### src/rtl/wide_add_sched_pkg.sv
// Shared defaults and FSM state encoding for the wide-operand add scheduler.
package wide_add_pkg;

    localparam int W_DEF       = 16;
    localparam int NWORDS_DEF  = 4;
    localparam int ADD_LAT_DEF = 2;

    typedef enum logic [1:0] {
        ST_IDLE  = 2'd0,
        ST_ISSUE = 2'd1,
        ST_WAIT  = 2'd2,
        ST_DONE  = 2'd3
    } state_e;

endpackage

### src/rtl/wide_add_sched_if.sv
// Requester, shared-adder and response signals of the wide add scheduler.
interface wide_add_sched_if
    import wide_add_pkg::*;
#(
    parameter int W      = W_DEF,
    parameter int NWORDS = NWORDS_DEF
);
    localparam int N = W * NWORDS;

    logic         req0_valid;
    logic         req0_ready;
    logic [N-1:0] req0_a;
    logic [N-1:0] req0_b;
    logic         req1_valid;
    logic         req1_ready;
    logic [N-1:0] req1_a;
    logic [N-1:0] req1_b;

    logic         add_go;
    logic [W-1:0] add_a;
    logic [W-1:0] add_b;
    logic         add_cin;
    logic [W-1:0] add_sum;
    logic         add_cout;

    logic         rsp_valid;
    logic         rsp_ready;
    logic         rsp_id;
    logic [N-1:0] rsp_sum;
    logic         rsp_cout;

    modport master (
        output req0_valid, req0_a, req0_b, req1_valid, req1_a, req1_b,
        input  req0_ready, req1_ready,
        input  add_go, add_a, add_b, add_cin,
        output add_sum, add_cout,
        input  rsp_valid, rsp_id, rsp_sum, rsp_cout,
        output rsp_ready
    );

    modport slave (
        input  req0_valid, req0_a, req0_b, req1_valid, req1_a, req1_b,
        output req0_ready, req1_ready,
        output add_go, add_a, add_b, add_cin,
        input  add_sum, add_cout,
        output rsp_valid, rsp_id, rsp_sum, rsp_cout,
        input  rsp_ready
    );

endinterface

### src/rtl/wide_add_sched_rr_arb2.sv
// Two-input round-robin arbiter; the last winner loses a tie on the next accept.
module rr_arb2 (
    input  logic       clk,
    input  logic       rst,
    input  logic [1:0] req,
    input  logic       accept,
    output logic [1:0] grant
);

    logic last_reg;

    always_comb begin
        grant = 2'b00;
        case (req)
            2'b01:   grant = 2'b01;
            2'b10:   grant = 2'b10;
            2'b11:   grant = last_reg ? 2'b01 : 2'b10;
            default: grant = 2'b00;
        endcase
    end

    // Reset pretends requester 1 was served last so requester 0 wins first.
    always_ff @(posedge clk or posedge rst) begin
        if (rst) begin
            last_reg <= 1'b1;
        end else if (accept) begin
            last_reg <= grant[1];
        end
    end

endmodule

### src/rtl/wide_add_sched.sv
// Serialises an N-bit add over a shared W-bit adder, slice by slice, for two
// round-robin requesters; one operation in flight at a time.
module wide_add_sched
    import wide_add_pkg::*;
#(
    parameter int W       = W_DEF,
    parameter int NWORDS  = NWORDS_DEF,
    parameter int ADD_LAT = ADD_LAT_DEF
) (
    input  logic             clk,
    input  logic             rst,
    wide_add_sched_if.slave  bus
);

    localparam int N  = W * NWORDS;
    localparam int KW = (NWORDS > 1) ? $clog2(NWORDS) : 1;
    localparam int CW = (ADD_LAT > 1) ? $clog2(ADD_LAT) : 1;

    localparam logic [KW-1:0] K_LAST   = KW'(NWORDS - 1);
    localparam logic [CW-1:0] CNT_LAST = CW'(ADD_LAT - 1);

    localparam logic [1:0] IDLE  = ST_IDLE;
    localparam logic [1:0] ISSUE = ST_ISSUE;
    localparam logic [1:0] WAIT  = ST_WAIT;
    localparam logic [1:0] DONE  = ST_DONE;

    logic [1:0]    state_reg;
    logic [KW-1:0] k_reg;
    logic [CW-1:0] cnt_reg;
    logic          carry_reg;
    logic          id_reg;
    logic [N-1:0]  a_reg;
    logic [N-1:0]  b_reg;
    logic [W-1:0]  res_reg [NWORDS];

    logic [W-1:0]  a_slice [NWORDS];
    logic [W-1:0]  b_slice [NWORDS];
    logic [N-1:0]  sum_flat;

    logic [1:0]    grant;
    logic          in_idle;
    logic          in_issue;
    logic          in_wait;
    logic          in_done;
    logic          accept;
    logic          sample;

    assign in_idle  = (state_reg == IDLE);
    assign in_issue = (state_reg == ISSUE);
    assign in_wait  = (state_reg == WAIT);
    assign in_done  = (state_reg == DONE);

    // Grant already implies the matching valid, so ready alone marks the accept.
    assign accept = in_idle & (grant[0] | grant[1]);
    assign sample = in_wait & (cnt_reg == CNT_LAST);

    rr_arb2 u_arb (
        .clk    (clk),
        .rst    (rst),
        .req    ({bus.req1_valid, bus.req0_valid}),
        .accept (accept),
        .grant  (grant)
    );

    assign bus.req0_ready = in_idle & grant[0];
    assign bus.req1_ready = in_idle & grant[1];

    always_ff @(posedge clk or posedge rst) begin
        if (rst) begin
            state_reg <= IDLE;
            k_reg     <= '0;
            cnt_reg   <= '0;
            carry_reg <= 1'b0;
            id_reg    <= 1'b0;
            a_reg     <= '0;
            b_reg     <= '0;
        end else begin
            case (state_reg)
                IDLE: begin
                    if (accept) begin
                        a_reg     <= grant[1] ? bus.req1_a : bus.req0_a;
                        b_reg     <= grant[1] ? bus.req1_b : bus.req0_b;
                        id_reg    <= grant[1];
                        k_reg     <= '0;
                        carry_reg <= 1'b0;
                        state_reg <= ISSUE;
                    end
                end
                ISSUE: begin
                    cnt_reg   <= '0;
                    state_reg <= WAIT;
                end
                WAIT: begin
                    if (sample) begin
                        carry_reg <= bus.add_cout;
                        if (k_reg == K_LAST) begin
                            state_reg <= DONE;
                        end else begin
                            k_reg     <= k_reg + 1'b1;
                            state_reg <= ISSUE;
                        end
                    end else begin
                        cnt_reg <= cnt_reg + 1'b1;
                    end
                end
                DONE: begin
                    if (bus.rsp_ready) begin
                        state_reg <= IDLE;
                    end
                end
                default: state_reg <= IDLE;
            endcase
        end
    end

    for (genvar gi = 0; gi < NWORDS; gi++) begin : g_slice
        assign a_slice[gi] = a_reg[gi*W +: W];
        assign b_slice[gi] = b_reg[gi*W +: W];

        always_ff @(posedge clk or posedge rst) begin
            if (rst) begin
                res_reg[gi] <= '0;
            end else if (accept) begin
                res_reg[gi] <= '0;
            end else if (sample && (k_reg == KW'(gi))) begin
                res_reg[gi] <= bus.add_sum;
            end
        end

        assign sum_flat[gi*W +: W] = res_reg[gi];
    end

    // The adder bus idles at zero so stale slices never leak onto it.
    assign bus.add_go  = in_issue;
    assign bus.add_a   = in_issue ? a_slice[k_reg] : '0;
    assign bus.add_b   = in_issue ? b_slice[k_reg] : '0;
    assign bus.add_cin = in_issue & (k_reg != '0) & carry_reg;

    assign bus.rsp_valid = in_done;
    assign bus.rsp_id    = in_done & id_reg;
    assign bus.rsp_cout  = in_done & carry_reg;
    assign bus.rsp_sum   = in_done ? sum_flat : '0;

endmodule

### src/flat_wrapper.sv
// flat-port wrapper written by rule: the top's interface ports become plain ports
module wide_add_sched_flat import wide_add_pkg::*;
#(
    parameter int W       = W_DEF,
    parameter int NWORDS  = NWORDS_DEF,
    parameter int ADD_LAT = ADD_LAT_DEF
)
  (clk, rst, bus_req0_valid, bus_req0_a, bus_req0_b, bus_req1_valid, bus_req1_a, bus_req1_b, bus_req0_ready, bus_req1_ready, bus_add_go, bus_add_a, bus_add_b, bus_add_cin, bus_add_sum, bus_add_cout, bus_rsp_valid, bus_rsp_id, bus_rsp_sum, bus_rsp_cout, bus_rsp_ready);
  wide_add_sched_if #(.W(W), .NWORDS(NWORDS)) bus_i ();
  input  logic clk;
  input  logic rst;
  input wire logic [$bits(bus_i.req0_valid)-1:0] bus_req0_valid;
  input wire logic [$bits(bus_i.req0_a)-1:0] bus_req0_a;
  input wire logic [$bits(bus_i.req0_b)-1:0] bus_req0_b;
  input wire logic [$bits(bus_i.req1_valid)-1:0] bus_req1_valid;
  input wire logic [$bits(bus_i.req1_a)-1:0] bus_req1_a;
  input wire logic [$bits(bus_i.req1_b)-1:0] bus_req1_b;
  output wire logic [$bits(bus_i.req0_ready)-1:0] bus_req0_ready;
  output wire logic [$bits(bus_i.req1_ready)-1:0] bus_req1_ready;
  output wire logic [$bits(bus_i.add_go)-1:0] bus_add_go;
  output wire logic [$bits(bus_i.add_a)-1:0] bus_add_a;
  output wire logic [$bits(bus_i.add_b)-1:0] bus_add_b;
  output wire logic [$bits(bus_i.add_cin)-1:0] bus_add_cin;
  input wire logic [$bits(bus_i.add_sum)-1:0] bus_add_sum;
  input wire logic [$bits(bus_i.add_cout)-1:0] bus_add_cout;
  output wire logic [$bits(bus_i.rsp_valid)-1:0] bus_rsp_valid;
  output wire logic [$bits(bus_i.rsp_id)-1:0] bus_rsp_id;
  output wire logic [$bits(bus_i.rsp_sum)-1:0] bus_rsp_sum;
  output wire logic [$bits(bus_i.rsp_cout)-1:0] bus_rsp_cout;
  input wire logic [$bits(bus_i.rsp_ready)-1:0] bus_rsp_ready;
  assign bus_i.req0_valid = bus_req0_valid;
  assign bus_i.req0_a = bus_req0_a;
  assign bus_i.req0_b = bus_req0_b;
  assign bus_i.req1_valid = bus_req1_valid;
  assign bus_i.req1_a = bus_req1_a;
  assign bus_i.req1_b = bus_req1_b;
  assign bus_req0_ready = bus_i.req0_ready;
  assign bus_req1_ready = bus_i.req1_ready;
  assign bus_add_go = bus_i.add_go;
  assign bus_add_a = bus_i.add_a;
  assign bus_add_b = bus_i.add_b;
  assign bus_add_cin = bus_i.add_cin;
  assign bus_i.add_sum = bus_add_sum;
  assign bus_i.add_cout = bus_add_cout;
  assign bus_rsp_valid = bus_i.rsp_valid;
  assign bus_rsp_id = bus_i.rsp_id;
  assign bus_rsp_sum = bus_i.rsp_sum;
  assign bus_rsp_cout = bus_i.rsp_cout;
  assign bus_i.rsp_ready = bus_rsp_ready;
  wide_add_sched #(.W(W), .NWORDS(NWORDS), .ADD_LAT(ADD_LAT)) u_core (.clk(clk), .rst(rst), .bus(bus_i));
endmodule
### config.mk
export PLATFORM = sky130hd
export DESIGN_NAME = wide_add_sched_flat
export DESIGN_NICKNAME = d
export VERILOG_FILES = /design/src/rtl/wide_add_sched_pkg.sv /design/src/rtl/wide_add_sched_if.sv /design/src/rtl/wide_add_sched_rr_arb2.sv /design/src/rtl/wide_add_sched.sv /design/src/flat_wrapper.sv
export SDC_FILE = /design/constraint.sdc
export NUM_CORES = 1
export LEC_CHECK = 0
export CAP_MARGIN = 40
export CORE_ASPECT_RATIO = 0.6
export CORE_MARGIN = 2
export CORE_UTILIZATION = 45
export DETAILED_ROUTE_END_ITERATION = 8
export HOLD_SLACK_MARGIN = 0.08
export PLACE_DENSITY = 0.8
export SETUP_SLACK_MARGIN = 0.02
export SLEW_MARGIN = 5
export SYNTH_ARGS = -nofsm -noshare
export SYNTH_HDL_FRONTEND = slang
export SYNTH_SLANG_ARGS = --single-unit
### constraint.sdc
create_clock -name clk -period 17.3 [get_ports clk]
set_clock_uncertainty 0.1 [all_clocks]
set_input_delay 4.325 -clock clk [delete_from_list [all_inputs] [get_ports clk]]
set_output_delay 4.325 -clock clk [all_outputs]
set_load 0.05 [all_outputs]
==> summary.md <==
| Metric | Value |
|---|---|
| Worst path required time | 12,880 ps |
| Crit path largest cell delay | 850 ps |
| Reg power frac | 0.325 |
| CP Class | primary input to output port |
| Register bit total from synthesis | 200 |
| Total CTS buffers | 17 |
| Clock slew at reported path FFs | 80 ps |
| Initial antenna violation count | 1 |
| Htree depth | 4 |
| Max-cap violations | 0 |
| CTS tree | built |
| Post-DP HPWL | 27,270 um |
| Gp weighted congestion | 0.8909 |
| Crit-path slowest cell | clkdlybuf4s50_1 |
| Buf/Inv on CP | 2 |
| Diodes inserted | 0 |
| Nets | 1,736 |
| CP Capture Type | output port |
| I/O pin count | 381 |
| DR vias | 10.46k |
| CP top delay family | buffers and inverters |
| Net Sw Frac | 0.4520 |
| Clock tree buffer depth | 2 |
| NetSw | 1.184 mW |
| Row cnt | 44 |
| Status | completed |
| Filler cell count | 1,936 |
| Gates resized, CTS repair | 0 |
| Vias in the first global route | 10.04k |
| Post-synth top cells | 199 x dfrtp_1, 135 x o21ai_0, 133 x a21oi_1 |
| Syn nets | 1,440 |
| Syn-to-layout area delta | 40.73% |
| Final Core Density | 0.6424 |
| Vias per Instance | 5.847 |
| Hold violation count in the final report | 0 |
| Root Driver | clkbuf_16 |
| Placed cell area | 14,900 um^2 |
| Grt ovf | 0 |
| Hold/Removal Path Class | flip-flop to flip-flop |
| Core ar. | 24,060 um^2 |
| Ys async rst share | 1.000 |
| Register area share after synthesis | 0.4558 |
| Minimum clock period | 10,970 ps |
| Port Buffers | 380 |
| Full die area | 25,710 um^2 |
| First-pass detailed-route iteration total | 7 |
| Fmax | 0.09115 GHz |
| Clk pwr share | 0.148 |
| Clk sinks | 200 |
| Most frequent CP cell | clkdlybuf4s50_1 |
| Largest net degree at the start of global routing | 125 |
| Fin crit share | 0.6342 |
| PwrDens | 169.4 nW/um^2 |
| Initial Utilization | 0.4565 |
| Post-route antenna net violation count | 0 |
| Die Span Y | 125.0 um |
| Synth Instances | 1,158 |
| RSZ-0062 raised after global routing | no |
| Warnings from Yosys | 0 |
| Leak | 6.480 nW |
| Area contributors post-synth | dfrtp_1 45%, o31ai_1 8.7%, mux4_2 6.6% |
| Worst-Skew Late Latency | 440 ps |
| Internal power | 1.435 mW |
| Synth area leader | dfrtp_1 |
| Number of flops mapped to enable cells by yosys | 0 |
| Postcts setup bufs | 0 |
| Top FF cell, synth | dfrtp_1 |
| Slew @ Worst Pin | 893.4 ps |
| First-pass GRT wire length | 59,280 um |
| Maximum fanout along the worst path | 27 |
| Finish-stage setup viols | 0 |
| Max IR drop VDD | 0.08023 mV |
| Setup_tns | 0 ps |
| Fin. max-slew vios | 0 |
| Worst-path cell chain | clkdlybuf4s50_1, nand2b_4, nand2_1, nor2_1, clkdlybuf4s50_1 |
| Worst slew margin relative to its limit | 0.4044 |
| DRC Markers | 0 |
| Critical path data arrival time | 6550 ps |
| WL/cell | 21.86 um |
| Most numerous cell in the Yosys netlist | dfrtp_1 |
| Total GRT Usage | 0.3027 |
| Synth cell types | 36 |
| Initial DRC Count | 943 |
| Mapped Area | 10,980 um^2 |
| Mean Syn Cell Area | 9.484 um^2 |
| CTS hold repair buffers | 0 |
| Layout cells sized above 1 | 0.06889 |
| Synth top area share | 0.4534 |
| Fin area | 15,460 um^2 |
| Chip Width | 205.7 um |
| Total wire length | 39,090 um |
| Critical Path Start Type | primary input |
| Comb pwr share | 0.527 |
[cells in the final DEF, fill, tap and decap left out, drive strengths merged, types with 66 or more instances in the layout]
cell and instances:
a21oi 137, and3 66, clkdlybuf4s50 379, dfrtp 199
inv 75, mux2i 66, nor2 133, o21ai 146
o31ai 128
[final timing paths]
path | start | end | slack (ps) | depth (start not counted)
min | u_core.res_reg[34] | u_core.res_reg[34] | 410 | 2
max reg2reg | u_core.state_reg[0] | u_core.res_reg[46] | 13900 | 5
min reg2reg | u_core.res_reg[34] | u_core.res_reg[34] | 410 | 2
max | bus_req1_valid | bus_req0_ready | 6330 | 5
max in group asynchronous | rst | u_core.b_reg[30] | 11570 | 5
min in group asynchronous | rst | u_core.a_reg[13] | 4050 | 2
[layout make-up]
| class | instances | area, um^2 | share of cell area |
|---|---|---|---|
| Timing Repair Buffer | 399 | 4056 | 0.2624 |
| Sequential cell | 200 | 5011 | 0.3242 |
| Multi-Input combinational cell | 767 | 5166 | 0.3342 |
| Clock inverter | 12 | 110.1 | 0.007124 |
| Tap cell | 322 | 402.9 | 0.02607 |
| Clock buffer | 19 | 442.9 | 0.02866 |
| Inverter | 69 | 266.5 | 0.01724 |
[through the flow]
| stage | cells | setup WS [ps] | hold slack (ps) | power [mW] |
|---|---|---|---|---|
| 5_1_grt | 1788 | 6252 | 435.7 | 2.765 |
| 2_1_floorplan | 1158 | 7113 | 371.6 | 1.770 |
| 3_5_place_dp | 1757 | 6348 | 397.0 | 2.223 |
| 6_report | 1788 | 6329 | 414.5 | 2.619 |
| 4_1_cts | 1788 | 6346 | 413.6 | 2.616 |
| 3_3_place_gp | 1751 | 6381 | 390.2 | 2.170 |
[logic make-up (layout without fill, tap and decap cells)]
| family | Yosys count | in the layout | share of synthesized area |
|---|---|---|---|
| adders and majority gates | 4 | 4 | 0.004557 |
| and+or+nand+nor | 248 | 248 | 0.1104 |
| AOI/OAI and AO/OA | 417 | 417 | 0.2268 |
| muxes | 98 | 98 | 0.1258 |
| buffers and inverters | 191 | 499 | 0.07667 |
| DFF | 200 | 200 | 0.4558 |
[layer usage]
layer,vias up,track usage,share of wire
met4,0,0.09818,0.029
met2,580,0.4526,0.44
li1,4719,-,-
met5,-,0,0
met3,74,0.07821,0.11
met1,5082,0.4311,0.42
[power by group through the flow]
stage | Combinational [mW] | Sequential (mW) | Clock [mW]
6_report | 1.38 | 0.851 | 0.387
5_1_grt | 1.48 | 0.870 | 0.412
4_1_cts | 1.38 | 0.843 | 0.392
3_5_place_dp | 1.37 | 0.849 | 0
3_3_place_gp | 1.32 | 0.845 | 0
2_1_floorplan | 1.00 | 0.767 | 0
[worst min-delay path, cell delays in order (launching register included)]
cell and delay, ps:
dfrtp_1 380, inv_1 50, mux2i_1 50
(Power assumes the default switching activity.)
